### src/rtl/fetch_queue_pkg.sv
// fetch_queue_pkg: shared defaults and types
// for the wide-write fetch queue.
package fetch_queue_pkg;

  localparam int FQ_WORD_W       = 32;
  localparam int FQ_WORDS_PER_WR = 4;
  localparam int FQ_DEPTH        = 16;

  typedef logic [FQ_WORD_W-1:0] word_t;

endpackage

### src/rtl/fq_wide_wr_mem.sv
// fq_wide_wr_mem: word array with one wide
// aligned write port and one async word read.
module fq_wide_wr_mem
  import fetch_queue_pkg::*;
#(
  parameter int WORD_W       = FQ_WORD_W,
  parameter int WORDS_PER_WR = FQ_WORDS_PER_WR,
  parameter int DEPTH        = FQ_DEPTH
) (
  input  logic                           clk,
  input  logic                           wr_en,
  input  logic [$clog2(DEPTH)-1:0]       wr_addr,
  input  logic [WORD_W*WORDS_PER_WR-1:0] wr_data,
  input  logic [$clog2(DEPTH)-1:0]       rd_addr,
  output logic [WORD_W-1:0]              rd_data
);

  localparam int AW = $clog2(DEPTH);

  logic [WORD_W-1:0] mem [DEPTH];

  // Store a whole beat; word i lands at wr_addr+i.
  always_ff @(posedge clk) begin
    if (wr_en) begin
      for (int i = 0; i < WORDS_PER_WR; i++) begin
        mem[wr_addr + AW'(i)] <= wr_data[i*WORD_W +: WORD_W];
      end
    end
  end

  assign rd_data = mem[rd_addr];

endmodule

### src/rtl/wide_wr_fetch_fifo.sv
// wide_wr_fetch_fifo: multi-word write beats in,
// one registered word out per pop.
module wide_wr_fetch_fifo
  import fetch_queue_pkg::*;
#(
  parameter int WORD_W       = FQ_WORD_W,
  parameter int WORDS_PER_WR = FQ_WORDS_PER_WR,
  parameter int DEPTH        = FQ_DEPTH
) (
  input  logic                           clk,
  input  logic                           rst,
  input  logic                           flush,
  input  logic                           wr_valid,
  output logic                           wr_ready,
  input  logic [WORD_W*WORDS_PER_WR-1:0] wr_data,
  output logic                           rd_valid,
  input  logic                           rd_ready,
  output logic [WORD_W-1:0]              rd_data,
  output logic [$clog2(DEPTH):0]         count
);

  localparam int AW = $clog2(DEPTH);
  localparam logic [AW:0]   DEPTH_C = DEPTH[AW:0];
  localparam logic [AW:0]   WPW_C   = WORDS_PER_WR[AW:0];
  localparam logic [AW-1:0] WPW_P   = WORDS_PER_WR[AW-1:0];

  logic [AW-1:0]     wr_ptr;
  logic [AW-1:0]     rd_ptr;
  logic [AW:0]       arr_cnt;
  logic [AW:0]       arr_cnt_nxt;
  logic              rd_valid_nxt;
  logic              wr_en;
  logic              pop;
  logic              refill;
  logic [WORD_W-1:0] mem_rdata;

  // Space check uses only registered occupancy.
  assign wr_ready = !rst && !flush
                  && ((DEPTH_C - arr_cnt) >= WPW_C);

  fq_wide_wr_mem #(
    .WORD_W       (WORD_W),
    .WORDS_PER_WR (WORDS_PER_WR),
    .DEPTH        (DEPTH)
  ) u_mem (
    .clk     (clk),
    .wr_en   (wr_en),
    .wr_addr (wr_ptr),
    .wr_data (wr_data),
    .rd_addr (rd_ptr),
    .rd_data (mem_rdata)
  );

  // Handshake decode and next occupancy / head state.
  always_comb begin
    wr_en        = wr_valid && wr_ready;
    pop          = rd_valid && rd_ready;
    refill       = (!rd_valid || pop) && (arr_cnt != '0);
    arr_cnt_nxt  = arr_cnt;
    rd_valid_nxt = rd_valid;
    if (wr_en) arr_cnt_nxt = arr_cnt_nxt + WPW_C;
    if (refill) begin
      arr_cnt_nxt  = arr_cnt_nxt - 1'b1;
      rd_valid_nxt = 1'b1;
    end else if (pop) begin
      rd_valid_nxt = 1'b0;
    end
  end

  // Pointers, occupancy and the registered head word.
  always_ff @(posedge clk or posedge rst) begin
    if (rst) begin
      wr_ptr   <= '0;
      rd_ptr   <= '0;
      arr_cnt  <= '0;
      rd_valid <= 1'b0;
      rd_data  <= '0;
      count    <= '0;
    end else if (flush) begin
      wr_ptr   <= '0;
      rd_ptr   <= '0;
      arr_cnt  <= '0;
      rd_valid <= 1'b0;
      count    <= '0;
    end else begin
      if (wr_en) wr_ptr <= wr_ptr + WPW_P;
      if (refill) begin
        rd_data <= mem_rdata;
        rd_ptr  <= rd_ptr + 1'b1;
      end
      arr_cnt  <= arr_cnt_nxt;
      rd_valid <= rd_valid_nxt;
      count    <= arr_cnt_nxt + {{AW{1'b0}}, rd_valid_nxt};
    end
  end

endmodule

### config.mk
export PLATFORM = sky130hd
export DESIGN_NAME = wide_wr_fetch_fifo
export DESIGN_NICKNAME = d
export VERILOG_FILES = /design/src/rtl/fetch_queue_pkg.sv /design/src/rtl/fq_wide_wr_mem.sv /design/src/rtl/wide_wr_fetch_fifo.sv
export SDC_FILE = /design/constraint.sdc
export NUM_CORES = 1
export LEC_CHECK = 0
export BUFFER_PORTS_ARGS = -buffer_cell sky130_fd_sc_hd__buf_2
export CAP_MARGIN = 20
export CORE_MARGIN = 3
export CORE_UTILIZATION = 40
export DETAILED_ROUTE_END_ITERATION = 6
export PLACE_DENSITY = 0.67
export SYNTH_ARGS = -nofsm -noshare
export SYNTH_HDL_FRONTEND = slang
export SYNTH_SLANG_ARGS = --single-unit
### constraint.sdc
create_clock -name clk -period 13.4 [get_ports clk]
set_clock_uncertainty 0.1 [all_clocks]
set_input_delay 4.02 -clock clk [delete_from_list [all_inputs] [get_ports clk]]
set_output_delay 4.02 -clock clk [all_outputs]
set_load 0.05 [all_outputs]
==> summary.md <==
| Metric | Value |
|---|---|
| Ys async rst share | under 10% |
| Max-slew violation count | 0 |
| Post-route minimum period | between 9 and 10 ns |
| Crit end category | primary output |
| Worst setup SP type | primary input |
| R2R Setup Slk | about 8.5 ns |
| Gate power share | around 29% |
| Max VDD drop | ~0.00011 V |
| Overall power | about 5.5 mW |
| Int Pwr | 3.78 mW |
| Worst min path class | flop to flop |
| Power Density | ~190 nW/um^2 |
| Rows | a little over 90 |
| Mapped cell area | ~25000 um^2 |
| Global routing's busiest layer | met2 |
| M1 GR Usage | 23.5% |
| Total GRT Usage | a little under a fifth |
| TNS Setup | 0 ns |
| Hold_buf cts | 0 |
| Fmax | between 100 and 150 MHz |
| Die footprint | about 66000 um^2 |
| Routed Antenna Nets | 0 |
| Number of synthesized flops with an enable pin | approximately 510 |
| Final worst path period share | around 70% |
| Clock Latency Late Sink | a little over 0.6 ns |
| Area growth, synth to finish | 14.3% |
| Residual DRC | 0 |
| Final setup fails | 0 |
| Status | finished clean |
| Post-Syn Nets | 2045 |
| Wire length of the first global-routing pass | ~93000 um |
| CTS Buf Count | 57 |
| Vias in the first global route | roughly 16000 |
| Post-synthesis cell count | 1900 |
| Synthesis-stage register bit count | between 500 and 600 |
| Clock power share | about 30% |
| Largest net degree at the start of global routing | 98 |
| Yosys cell types | 46 |
| Leakage Power | roughly 11 nW |
| Relative slew slack | ~30% |
| PostCTS Resize Cnt | 0 |
| Pre-CTS WS | about 4.2 ns |
| Sequential share of the synthesized area | around two thirds |
| Ports | about 170 |
| RSZ-0062 raised after global routing | false |
| Met2 GRT Util | 31.1% |
| GR Overflow Total | 0 |
| Syn_area_per_cell | 13.3 um^2 |
| Root buf cell | clkbuf_16 |
| Final Cell Area | between 20000 and 30000 um^2 |
| Vias | about 16000 |
| # clock sinks | between 500 and 600 |
| Critical Path RT | 9.28 ns |
| Met3 Use GR | under 10% |
| Final worst slack | about 4.2 ns |
| Routed wire length | 60900 um |
| Final Net Count | around 2200 |
| CTS max path bufs | 3 |
| Routability cong. | 0.804 |
| Worst Tran Pin Value | between 1 and 1.5 ns |
| Die width | about 260 um |
| CP arrival | ~5 ns |
| Post-CTS setup buffer count | 0 |
| Core Area | 62200 um^2 |
| Die Y | 257 um |
| Switching power | about 1.7 mW |
| Htree depth | 2 |
| Critical path class | primary input to primary output |
| Core Util, Final | 46.5% |
| DRT iter0 DRCs | ~1600 |
| Flop pwr share | 41.2% |
| CTS tree | built |
| Max Cap Viol | 0 |
| Antenna violations before repair | 21 |
| Layout cells sized above 1 | approximately a quarter |
| Port Buffers | 171 |
| Final HPWL DP | 35000 um |
| Clk pin slew, worst setup/hold paths | about 0.060 ns |
| Drt wl/cell | 20.8 um |
| DP Area | approximately 27000 um^2 |
| Hold Fails Final Rpt | 0 |
| Routed vias/inst | between 5 and 6 |
| Synth warn | 0 |
| Top_reg_cell synth | edfxtp_1 |
| Initial cell density of the core | between 40% and 50% |
| CP max FO | 20 |
| Switching fraction of total power | a little under a third |
| TritonRoute pass-1 iters | 5 |
[cell usage after synthesis, types with 5 or more instances]
cell / n / area [um^2]
clkbuf_1: 98 / 368
o21ai_0: 5 / 25.0
nor2_1: 11 / 41.3
ha_1: 12 / 150
dfrtp_1: 49 / 1230
inv_1: 15 / 56.3
xnor2_1: 5 / 43.8
mux4_2: 160 / 3600
nor3_1: 5 / 25.0
buf_2: 27 / 135
mux2_2: 32 / 360
nand2_1: 908 / 3410
edfxtp_1: 512 / 15400
[path summary, 6_finish.rpt]
check,depth (start not counted),end,startpoint
setup reg to reg,10,u_mem.mem[8][19],arr_cnt[2]
hold / removal,1,rd_data[14],rd_data[14]
min in group asynchronous,2,count[2],rst
max in group asynchronous,3,rd_ptr[1],rst
hold reg to reg,1,rd_data[14],rd_data[14]
setup / recovery,4,wr_ready,flush
[stage by stage]
stage	hold WS, ns	std cells
after detailed placement	0.390	2800
after floorplan	0.462	1900
final	0.402	2924
after global routing	0.416	2920
after CTS	0.403	2907
after global placement	0.388	2799
[sequential cells by signal (all words and copies together), names as in the netlist]
register   flops
u_mem.mem    512
rd_data       32
arr_cnt        5
count          5
rd_ptr         4
wr_ptr         2
rd_valid       1
[critical path: stages]
cell and delay, ns:
buf_2 0.23, nor2_1 0.33, a21boi_0 0.24, buf_2 0.30
[cells in the final DEF, fill, tap and decap left out, types with 2 or more instances in the layout]
| cell type | n |
|---|---|
| clkbuf_8 | 4 |
| nand3_1 | 4 |
| bufinv_16 | 8 |
| inv_2 | 2 |
| nand2_1 | 904 |
| clkinv_2 | 12 |
| nor3_1 | 4 |
| o21ai_0 | 5 |
| inv_6 | 3 |
| clkinvlp_4 | 4 |
| nand4_1 | 2 |
| nand2_2 | 3 |
| mux4_2 | 160 |
| buf_2 | 171 |
| a21o_1 | 2 |
| inv_1 | 10 |
| nor2b_1 | 4 |
| diode_2 | 16 |
| xor2_1 | 3 |
| nand2_4 | 2 |
| nor4_1 | 4 |
| clkinv_1 | 6 |
| buf_4 | 20 |
| dfrtp_2 | 2 |
| inv_4 | 6 |
| clkbuf_16 | 58 |
| dfrtp_4 | 2 |
| mux2i_1 | 2 |
| ha_1 | 12 |
| nand2b_1 | 3 |
| nor2_1 | 11 |
| edfxtp_1 | 512 |
| xnor2_1 | 5 |
| a211o_1 | 2 |
| dfrtp_1 | 45 |
| and2_1 | 4 |
| clkbuf_1 | 12 |
| buf_16 | 2 |
| mux2_2 | 32 |
| a21oi_1 | 4 |
[cell type report]
class	instances	area (um^2)
Sequential cell	561	16600
Clock inverter	33	387
Tap cell	837	1050
Fill cell	5435	33300
Inverter	19	91.3
Multi-Input combinational cell	1191	8110
Clock buffer	74	1550
Timing Repair Buffer	193	1060
Antenna cell	16	40.0
[power groups by stage]
stage | clock network, mW | logic (mW) | registers [mW]
CTS | 1.67 | 1.59 | 2.26
global placement | 0 | 1.52 | 2.32
global route | 1.74 | 1.71 | 2.28
floorplan | 0 | 1.02 | 2.45
detailed placement | 0 | 1.59 | 2.30
finish | 1.64 | 1.57 | 2.26
[cells by family after synthesis]
family | share of synthesized area (%)
AO/OA/AOI/OAI | 0.856
flip-flops | 65.6
XOR/XNOR | 0.277
multiplexers | 15.8
AND/OR/NAND/NOR | 14.5
adder cells (fa/ha/maj) | 0.594
buffers and inverters | 2.36
[layer usage]
| metal | wire (um) | vias up |
|---|---|---|
| met5 | 65 | - |
| met3 | 4470 | 129 |
| met1 | 23900 | 7837 |
| li1 | - | 7034 |
| met4 | 1720 | 10 |
| met2 | 30700 | 544 |
Note: power is estimated with default switching activity, not from simulation.
